===== src/rtl/peripheral_bin_from_bcd_pkg.sv =====
// Shared definitions for the BCD-to-binary converter peripheral.
//
// Contents:
//   - register word indices (addr[4:2]) for DATA, STATUS and RESULT
//   - STATUS bit positions
//   - conversion FSM state encoding
//   - bcd_digits_valid(): checks the low 'digits' nibbles of a word for values above 9
package peripheral_bin_from_bcd_pkg;

    localparam logic [2:0] REG_DATA   = 3'd0;
    localparam logic [2:0] REG_STATUS = 3'd1;
    localparam logic [2:0] REG_RESULT = 3'd2;

    localparam int ST_BUSY = 0;
    localparam int ST_DONE = 1;
    localparam int ST_ERR  = 2;
    localparam int ST_OVR  = 3;

    typedef enum logic [1:0] {
        S_IDLE  = 2'd0,
        S_SHIFT = 2'd1,
        S_DONE  = 2'd2
    } conv_state_t;

    // Nibbles at or above 'digits' are not part of the number and are not checked.
    function automatic logic bcd_digits_valid(input logic [15:0] bcd, input int digits);
        logic ok;
        ok = 1'b1;
        for (int i = 0; i < 4; i++) begin
            if (i < digits && bcd[4*i +: 4] > 4'd9) begin
                ok = 1'b0;
            end
        end
        return ok;
    endfunction

endpackage


===== src/rtl/peripheral_bin_from_bcd_core.sv =====
// bcd2bin_core: multi-cycle reverse double-dabble converter.
//
// Ports:
//   clk, reset  - clock, asynchronous active-low reset
//   start       - request a conversion; ignored while a conversion is running
//   bcd         - packed BCD input, digit 0 in [3:0]
//   result      - binary result, valid once done is high
//   busy        - conversion in progress
//   done        - conversion (or rejection of invalid digits) finished
//   err         - last start carried a digit above 9
module bcd2bin_core
    import peripheral_bin_from_bcd_pkg::*;
#(
    parameter int DIGITS = 3,
    parameter int BIN_W  = 10
) (
    input  logic                  clk,
    input  logic                  reset,
    input  logic                  start,
    input  logic [4*DIGITS-1:0]   bcd,
    output logic [BIN_W-1:0]      result,
    output logic                  busy,
    output logic                  done,
    output logic                  err
);

    localparam int BCD_W  = 4 * DIGITS;
    localparam int WORK_W = BCD_W + BIN_W;
    localparam int CNT_W  = $clog2(BIN_W + 1);

    conv_state_t         state;
    logic [WORK_W-1:0]   work;
    logic [WORK_W-1:0]   work_next;
    logic [CNT_W-1:0]    cnt;

    // One reverse double-dabble step: the BCD field slides right into the
    // binary field, then any digit that became 8 or more is corrected by 3
    // (a shifted-in 10 from the digit above arrives as 8 and must become 5).
    always_comb begin
        work_next = work >> 1;
        for (int i = 0; i < DIGITS; i++) begin
            if (work_next[BIN_W + 4*i +: 4] >= 4'd8) begin
                work_next[BIN_W + 4*i +: 4] = work_next[BIN_W + 4*i +: 4] - 4'd3;
            end
        end
    end

    // Conversion FSM with registered status outputs. Starts are only taken
    // in IDLE or DONE; invalid digits skip the shifting entirely.
    always_ff @(posedge clk or negedge reset) begin
        if (!reset) begin
            state  <= S_IDLE;
            work   <= '0;
            cnt    <= '0;
            result <= '0;
            busy   <= 1'b0;
            done   <= 1'b0;
            err    <= 1'b0;
        end else begin
            case (state)
                S_IDLE, S_DONE: begin
                    if (start) begin
                        if (!bcd_digits_valid(16'(bcd), DIGITS)) begin
                            err    <= 1'b1;
                            done   <= 1'b1;
                            busy   <= 1'b0;
                            result <= '0;
                            state  <= S_DONE;
                        end else begin
                            err   <= 1'b0;
                            done  <= 1'b0;
                            busy  <= 1'b1;
                            work  <= {bcd, {BIN_W{1'b0}}};
                            cnt   <= CNT_W'(BIN_W);
                            state <= S_SHIFT;
                        end
                    end
                end
                S_SHIFT: begin
                    work <= work_next;
                    cnt  <= cnt - 1'b1;
                    if (cnt == CNT_W'(1)) begin
                        result <= work_next[BIN_W-1:0];
                        busy   <= 1'b0;
                        done   <= 1'b1;
                        state  <= S_DONE;
                    end
                end
                default: begin
                    state <= S_IDLE;
                    busy  <= 1'b0;
                    done  <= 1'b0;
                    err   <= 1'b0;
                end
            endcase
        end
    end

endmodule


===== src/rtl/peripheral_bin_from_bcd.sv =====
// peripheral_bin_from_bcd: bus wrapper around bcd2bin_core.
//
// Ports:
//   clk, reset  - clock, asynchronous active-low reset
//   d_in        - write data, BCD in [4*DIGITS-1:0]
//   cs, addr    - chip select and byte address (addr[4:2] selects the register)
//   rd, wr      - read and write strobes
//   d_out       - registered read data
//
// Registers: 0x00 DATA (write starts), 0x04 STATUS {ovr,err,done,busy}, 0x08 RESULT.
module peripheral_bin_from_bcd
    import peripheral_bin_from_bcd_pkg::*;
#(
    parameter int DIGITS = 3,
    parameter int BIN_W  = 10
) (
    input  logic        clk,
    input  logic        reset,
    input  logic [15:0] d_in,
    input  logic        cs,
    input  logic [4:0]  addr,
    input  logic        rd,
    input  logic        wr,
    output logic [31:0] d_out
);

    localparam int BCD_W = 4 * DIGITS;

    logic [BCD_W-1:0] data_reg;
    logic [BCD_W-1:0] bcd_in;
    logic [BIN_W-1:0] result;
    logic             busy;
    logic             done;
    logic             err;
    logic             ovr;
    logic             start_req;
    logic [31:0]      rdata;
    logic [20:0]      unused_bus;

    assign bcd_in     = d_in[BCD_W-1:0];
    assign start_req  = cs & wr & (addr[4:2] == REG_DATA);
    // Upper data bits and byte-lane address bits carry no meaning here.
    assign unused_bus = {d_in, addr};

    bcd2bin_core #(
        .DIGITS (DIGITS),
        .BIN_W  (BIN_W)
    ) u_core (
        .clk    (clk),
        .reset  (reset),
        .start  (start_req),
        .bcd    (bcd_in),
        .result (result),
        .busy   (busy),
        .done   (done),
        .err    (err)
    );

    // DATA holds the last start the core actually took. A start arriving
    // mid-conversion is dropped and flagged in ovr, which stays set until
    // the next start with valid digits.
    always_ff @(posedge clk or negedge reset) begin
        if (!reset) begin
            data_reg <= '0;
            ovr      <= 1'b0;
        end else if (start_req) begin
            if (busy) begin
                ovr <= 1'b1;
            end else begin
                data_reg <= bcd_in;
                if (bcd_digits_valid(16'(bcd_in), DIGITS)) begin
                    ovr <= 1'b0;
                end
            end
        end
    end

    // Read mux over the current (pre-edge) register values.
    always_comb begin
        rdata = '0;
        case (addr[4:2])
            REG_DATA:   rdata = 32'(data_reg);
            REG_STATUS: begin
                rdata[ST_BUSY] = busy;
                rdata[ST_DONE] = done;
                rdata[ST_ERR]  = err;
                rdata[ST_OVR]  = ovr;
            end
            REG_RESULT: rdata = 32'(result);
            default:    rdata = '0;
        endcase
    end

    // Read data is captured only on a selected read and held otherwise.
    always_ff @(posedge clk or negedge reset) begin
        if (!reset) begin
            d_out <= '0;
        end else if (cs && rd) begin
            d_out <= rdata;
        end
    end

endmodule


===== config.mk =====
export PLATFORM = sky130hd
export DESIGN_NAME = peripheral_bin_from_bcd
export DESIGN_NICKNAME = d
export VERILOG_FILES = /design/src/rtl/peripheral_bin_from_bcd_pkg.sv /design/src/rtl/peripheral_bin_from_bcd_core.sv /design/src/rtl/peripheral_bin_from_bcd.sv
export SDC_FILE = /design/constraint.sdc
export NUM_CORES = 1
export LEC_CHECK = 0
export CORE_MARGIN = 10
export CORE_UTILIZATION = 45
export DETAILED_ROUTE_END_ITERATION = 12
export PLACE_DENSITY = 0.76
export SYNTH_ARGS = -nofsm -noshare
export SYNTH_HDL_FRONTEND = slang
export SYNTH_SLANG_ARGS = --single-unit
export TNS_END_PERCENT = 100

===== constraint.sdc =====
create_clock -name clk -period 1.9 [get_ports clk]
set_clock_uncertainty 0.1 [all_clocks]
set_input_delay 0.38 -clock clk [delete_from_list [all_inputs] [get_ports clk]]
set_output_delay 0.38 -clock clk [all_outputs]
set_load 0.02 [all_outputs]

==> results of run 1 <==
==> critical path, cell delays in order <==
cell and delay, ns:
clkdlybuf4s50_1 0.46, nor3_4 0.35, and4_2 0.44, buf_4 0.17
nand3_1 0.07, a31oi_1 0.15
==> stage by stage <==
| step | hold WS [ns] | area, sq um | TNS [ns] | util |
|---|---|---|---|---|
| 3_5_place_dp | 0.258 | 3730 | -12.69 | 0.543 |
| 6_report | 0.379 | 3950 | 0 | 0.574 |
| 5_1_grt | 0.416 | 3950 | 0 | 0.574 |
| 2_1_floorplan | -0.0156 | 3280 | 0 | - |
| 4_1_cts | 0.386 | 3940 | 0 | 0.574 |
| 3_3_place_gp | 0.242 | 3730 | -10.12 | 0.543 |
==> logic make-up after synthesis <==
logic type,count (synthesis),share of synthesized area
buffers and inverters,45,0.0910
XOR/XNOR,6,0.0164
other,1,0.00117
adder cells (fa/ha/maj),6,0.0234
flip-flops,64,0.500
AO/OA/AOI/OAI,91,0.196
multiplexers,16,0.0664
AND/OR/NAND/NOR,65,0.106
==> area by class of cell <==
cell class              instances  area [sq um]
clock buffers                   9           124
clock inverters                 7          80.1
fillers                       552          2920
inverters                       8          30.0
multi-input cells             204          1390
flip-flops and latches         64          1600
well taps                      96           120
repair buffers                 65           601
==> cell usage after synthesis, drive strengths merged <==
master	number
dfrtp	64
o21ai	37
nand2	33
buf	29
a22oi	19
a22o	13
mux2	12
a31oi	9
clkbuf	8
inv	8
nor2	8
nand3	7
ha	6
nand2b	5
a21oi	4
mux2i	4
xnor2	4
nor2b	3
o221a	3
and3	2
o211a	2
o32ai	2
xor2	2
a221o	1
a311o	1
and2b	1
and4	1
conb	1
nand4	1
nor3	1
nor3b	1
nor4	1
or2	1
==> metal layers <==
layer / vias to the layer above / wire, um
met5: - / 0
met1: 1170 / 3340
li1: 1137 / -
met4: 0 / 110
met2: 70 / 3620
met3: 10 / 383
==> power groups by stage <==
stage	Sequential, mW	Clock (mW)	Combinational [mW]
after floorplan	2.05	0	0.743
after global placement	2.12	0	1.00
after detailed placement	2.14	0	1.04
after CTS	2.12	1.21	1.05
after global routing	2.18	1.27	1.17
final	2.13	1.19	1.04
==> how the worst min path moves through the flow <==
| stage | to | cells after the start |
|---|---|---|
| finish | d_out[8] | 2 |
| global route | d_out[10] | 2 |
| CTS | d_out[7] | 2 |
| detailed placement | u_core.work[17] | 1 |
| global placement | u_core.work[17] | 1 |
| floorplan | d_out[0] | 0 |
==> timing repair <==
item | CTS | global route
hold buffers | 1 | 0
setup endpoints to repair | 0 | 12
resized for setup | 0 | 2
setup buffers | 0 | 0
hold endpoints to repair | 17 | 0
==> flow_metrics.tcl, run 1 <==
set metrics [dict create \
    cp-start-kind "input port" \
    via_count 2387 \
    top_usage_layer "met2" \
    drt_iter0_markers 239 \
    clkSinkCount 64 \
    r2r-start "u_core.state[1]" \
    cts_buffers 9 \
    maxSlewHeadroom 0.647 \
    maxCapViolations 0 \
    coreArea_sq_um 6870 \
    internal_power_mw 2.93 \
    period_share 0.973 \
    netlist_top_cells_area "dfrtp_1, o21ai_0, buf_4, mux2_4, a22oi_1" \
    worstSetupPathType "in2reg" \
    p_sw_frac 0.328 \
    grt_pass1_wl_um 12500 \
    drcViolationCount 0 \
    dp_cells 436 \
    dpl.hpwl_um 5560 \
    start_util 0.466 \
    synth_top_area_cell "dfrtp_1" \
    fp.dieW_um 104 \
    ys_seq_elements 64 \
    gp_congestion 0.840 \
    post_drt_wl_per_cell_um 16.5 \
    pre_cts_ws_ns -0.315 \
    p_leak_nw 1.77 \
    seq_power_share 0.487 \
    power_mw 4.36 \
    grt_pass1_vias 2454 \
    p_per_area_nw_per_um2 1110 \
    met2_usage 0.227 \
    ys_types 44 \
    final_cell_mix "dfrtp_1, o21ai_0, nand2_1" \
    vias_per_cell 5.27 \
    cts_tree "done" \
    syn2layout_area_growth_pct 23.1 \
    io_buffer_count 31 \
    first_pass_iters 5 \
    met3_usage 0.0378 \
    clockBufferDepth 2 \
    rows 30 \
    finalWirelength_um 7460 \
    instances_no_fill 453 \
    antenna_found_initial 0 \
    p_sw_mw 1.43 \
    antennaDiodeCount 0 \
    drive_above_1_share 0.218 \
    die_y_um 104 \
    crit_end "u_core.work[16]" \
    clk_transition_reported_paths_ns 0.08 \
    ff2ff_path_depth 5 \
    rsz0062_at_grt "false" \
    grt-ovfl-total 0 \
    crit_fanout 8 \
    netlist_area_sq_um 3200 \
    status "finished, final reports clean" \
    grt_util_all_layers 0.140 \
    layout_setup_ws_ns 0.0522 \
    io_pins 58 \
    crit_start "addr[2]" \
    synth_top_area_frac 0.500 \
    rrSetupSlack_ns 0.31 \
    synth_cells 294 \
    largest_reg_flops 21 \
    post-route-min-period_ns 1.85 \
    hold_class "reg2reg" \
    gr-usage-met1 0.171 \
    synth_warnings 0 \
    root_buffer "clkbuf_8" \
    clk_latency_ns 0.35 \
    setup_violations 0 \
    comb_power_share 0.239 \
    htreeDepth 3 \
    final_common_cell "dfrtp_1" \
    cp-end-kind "register" \
    peakVddDrop_mv 0.391 \
    p_clk_frac 0.274 \
    worstPathArrival_ns 2.02 \
    ys_seq_area_frac 0.500 \
    fp.dieArea_sq_um 10900 \
    finalHoldViolations 0 \
    grt_max_degree 48 \
    post_synth.cell_area_avg_sq_um 10.9 \
    r2r_end "u_core.cnt[3]" \
    drtAntennaViolNets 0 \
    fmax_mhz 541 \
    slew_viol_final 0 \
    finalNetCount 384 \
    cp_data_required_time_ns 2.07 \
    worst-slew-pin-transition_ns 0.529 \
    hp-start "d_out[8]" \
]
Note: power is estimated with default switching activity, not from simulation.
==> run 2: changes to the inputs <==
--- a/config.mk
+++ b/config.mk
@@ -8,7 +8,7 @@
 export CORE_MARGIN = 10
 export CORE_UTILIZATION = 45
 export DETAILED_ROUTE_END_ITERATION = 12
-export PLACE_DENSITY = 0.76
+export PLACE_DENSITY = 0.79
 export SYNTH_ARGS = -nofsm -noshare
 export SYNTH_HDL_FRONTEND = slang
 export SYNTH_SLANG_ARGS = --single-unit
==> constraint.sdc (replaced) <==
create_clock -name clk -period 1.65 [get_ports clk]
set_clock_uncertainty 0.1 [all_clocks]
set_input_delay 0.33 -clock clk [delete_from_list [all_inputs] [get_ports clk]]
set_output_delay 0.33 -clock clk [all_outputs]
set_load 0.02 [all_outputs]
==> run 2 against run 1 <==
  * Worst setup slack improved by 0.015 ns
  * Critical path depth up 1
  * Wire length up 4.1%
  * Global-route usage is 0.38 points higher
  * Combinational power is 19% higher
  * Die area is the same
  * Register-to-register slack got worse by 0.21 ns
  * Cell count is 0.88% higher
  * Count of clock-buffer cells in the layout is 1 higher
==> flow_metrics.tcl, run 2 (synthesized netlist as in run 1, its figures left out) <==
set metrics [dict create \
    highest_layer "met4" \
    maxCapViolations 0 \
    p_sw_frac 0.340 \
    power_mw 4.89 \
    setup_violations 0 \
    clk_latency_ns 0.35 \
    r2r-start "u_core.state[0]" \
    syn2layout_area_growth_pct 24.0 \
    fp.dieArea_sq_um 10900 \
    cts_buffers 9 \
    grt-ovfl-total 0 \
    r2r_end "u_core.work[13]" \
    io_pins 58 \
    finalHoldViolations 0 \
    cp_slowest_cell "nor3_4" \
    seq_power_share 0.502 \
    clkSinkCount 64 \
    post_drt_wl_per_cell_um 17.0 \
    crit_start "addr[2]" \
    crit_fanout 7 \
    status "finished, final reports clean" \
    slew_viol_final 0 \
    internal_power_mw 3.23 \
    grt_pass1_vias 2584 \
    root_buffer "clkbuf_8" \
    crit_end "u_core.work[13]" \
    via_count 2435 \
    worstPathArrival_ns 1.71 \
    drtAntennaViolNets 0 \
    start_util 0.466 \
    clk_transition_reported_paths_ns 0.07 \
    cp-start-kind "input port" \
    grt_pass1_wl_um 12700 \
    rsz0062_at_grt "false" \
    htreeDepth 3 \
    drt_iter0_markers 151 \
    worstSetupPathType "in2reg" \
    placed_area_sq_um 3730 \
    final_cell_mix "dfrtp_1, o21ai_0, nand2_1, buf_4, conb_1" \
    wl_met3_um 509 \
    wl_met2_um 3780 \
    hold_class "in2reg" \
    antennaDiodeCount 0 \
    fp.dieW_um 104 \
    num-fill-cells 585 \
    dp_cells 436 \
    cts_tree "done" \
    wl_met1_um 3240 \
    fmax_mhz 632 \
    post-route-min-period_ns 1.58 \
    p_leak_nw 1.86 \
    p_clk_frac 0.244 \
    clockBufferDepth 2 \
    cp-end-kind "register" \
    antenna_found_initial 0 \
    coreArea_sq_um 6870 \
    die_y_um 104 \
    p_per_area_nw_per_um2 1230 \
    whs_ns 0.275 \
    period_share 0.960 \
    grt_max_degree 65 \
    vias_per_cell 5.33 \
    grt_util_all_layers 0.144 \
    finalWirelength_um 7760 \
    drive_above_1_share 0.244 \
    peakVddDrop_mv 0.497 \
    drcViolationCount 0 \
    instances_no_fill 457 \
    max_stage_delay_ns 0.31 \
    cp_data_required_time_ns 1.77 \
    p_sw_mw 1.66 \
    final_common_cell "dfrtp_1" \
    finalInstanceArea_sq_um 3970 \
    first_pass_iters 4 \
    rrSetupSlack_ns 0.10 \
    ff2ff_path_depth 6 \
    finalNetCount 388 \
    io_buffer_count 31 \
    gp_congestion 0.852 \
    path_common_cell "buf_4" \
    crit_chain "dlygate4sd2_1 > nor3_4 > nand4_1 > buf_4 > buf_4 > o32ai_1 > a21oi_1" \
    largest_reg_flops 21 \
    dpl.hpwl_um 5580 \
    rows 30 \
    comb_power_share 0.254 \
]
==> run 2: power by group through the flow <==
stage	Clock [mW]	Combinational, mW	Sequential (mW)
after floorplan	0	0.855	2.36
after global placement	0	1.17	2.44
after detailed placement	0	1.24	2.45
after CTS	1.21	1.24	2.43
after global routing	1.28	1.41	2.51
final	1.19	1.24	2.45
==> run 2: how the worst min path moves through the flow <==
stage / from / endpoint / slack (ns) / cells past startpoint
after global routing: d_in[11] / data_reg[11] / 0.32 / 3
final: d_in[11] / data_reg[11] / 0.27 / 3
after floorplan: reset / d_out[0] / -0.07 / 0
after global placement: reset / u_core.work[15] / 0.26 / 2
after CTS: d_in[9] / data_reg[9] / 0.36 / 3
after detailed placement: reset / data_reg[8] / 0.27 / 2
==> run 2: final cells by class <==
cell class	count	area [sq um]	share of cell area
inverter	8	30.0	0.00756
clock inverter	6	35.0	0.00882
tap	96	120	0.0302
timing repair buffer	68	613	0.154
sequential	64	1600	0.403
clock buffer	10	138	0.0346
multi-input combinational	205	1440	0.361
==> run 2: critical path: cells and delay by family <==
| kind | cells | cell delay, ns |
|---|---|---|
| buf+inv | 3 | 0.61 |
| simple gates | 2 | 0.45 |
| compound gates | 2 | 0.32 |
==> run 2: through the flow <==
step                      worst slack (ns)  utilization  setup TNS [ns]
after floorplan                    0.00659            -               0
after global placement              -0.478        0.543          -22.96
after detailed placement            -0.526        0.543          -24.87
after CTS                           0.0336        0.573               0
after global routing                0.0162        0.579               0
final                               0.0668        0.579               0
==> run 2: repair_timing <==
| action | in CTS | in global routing |
|---|---|---|
| hold buffers | 1 | 0 |
| buffers inserted | 3 | 0 |
| endpoints found under the setup margin | 61 | 25 |
| cloned | 1 | 0 |
| endpoints found under the hold margin | 64 | 0 |
| resized for setup | 24 | 10 |
| pin swaps | 4 | 0 |
==> run 2: per-layer routing <==
metal,up-vias,track usage
met4,0,0.0845
met3,18,0.0409
met1,1194,0.166
met2,81,0.232
li1,1142,-
met5,-,0
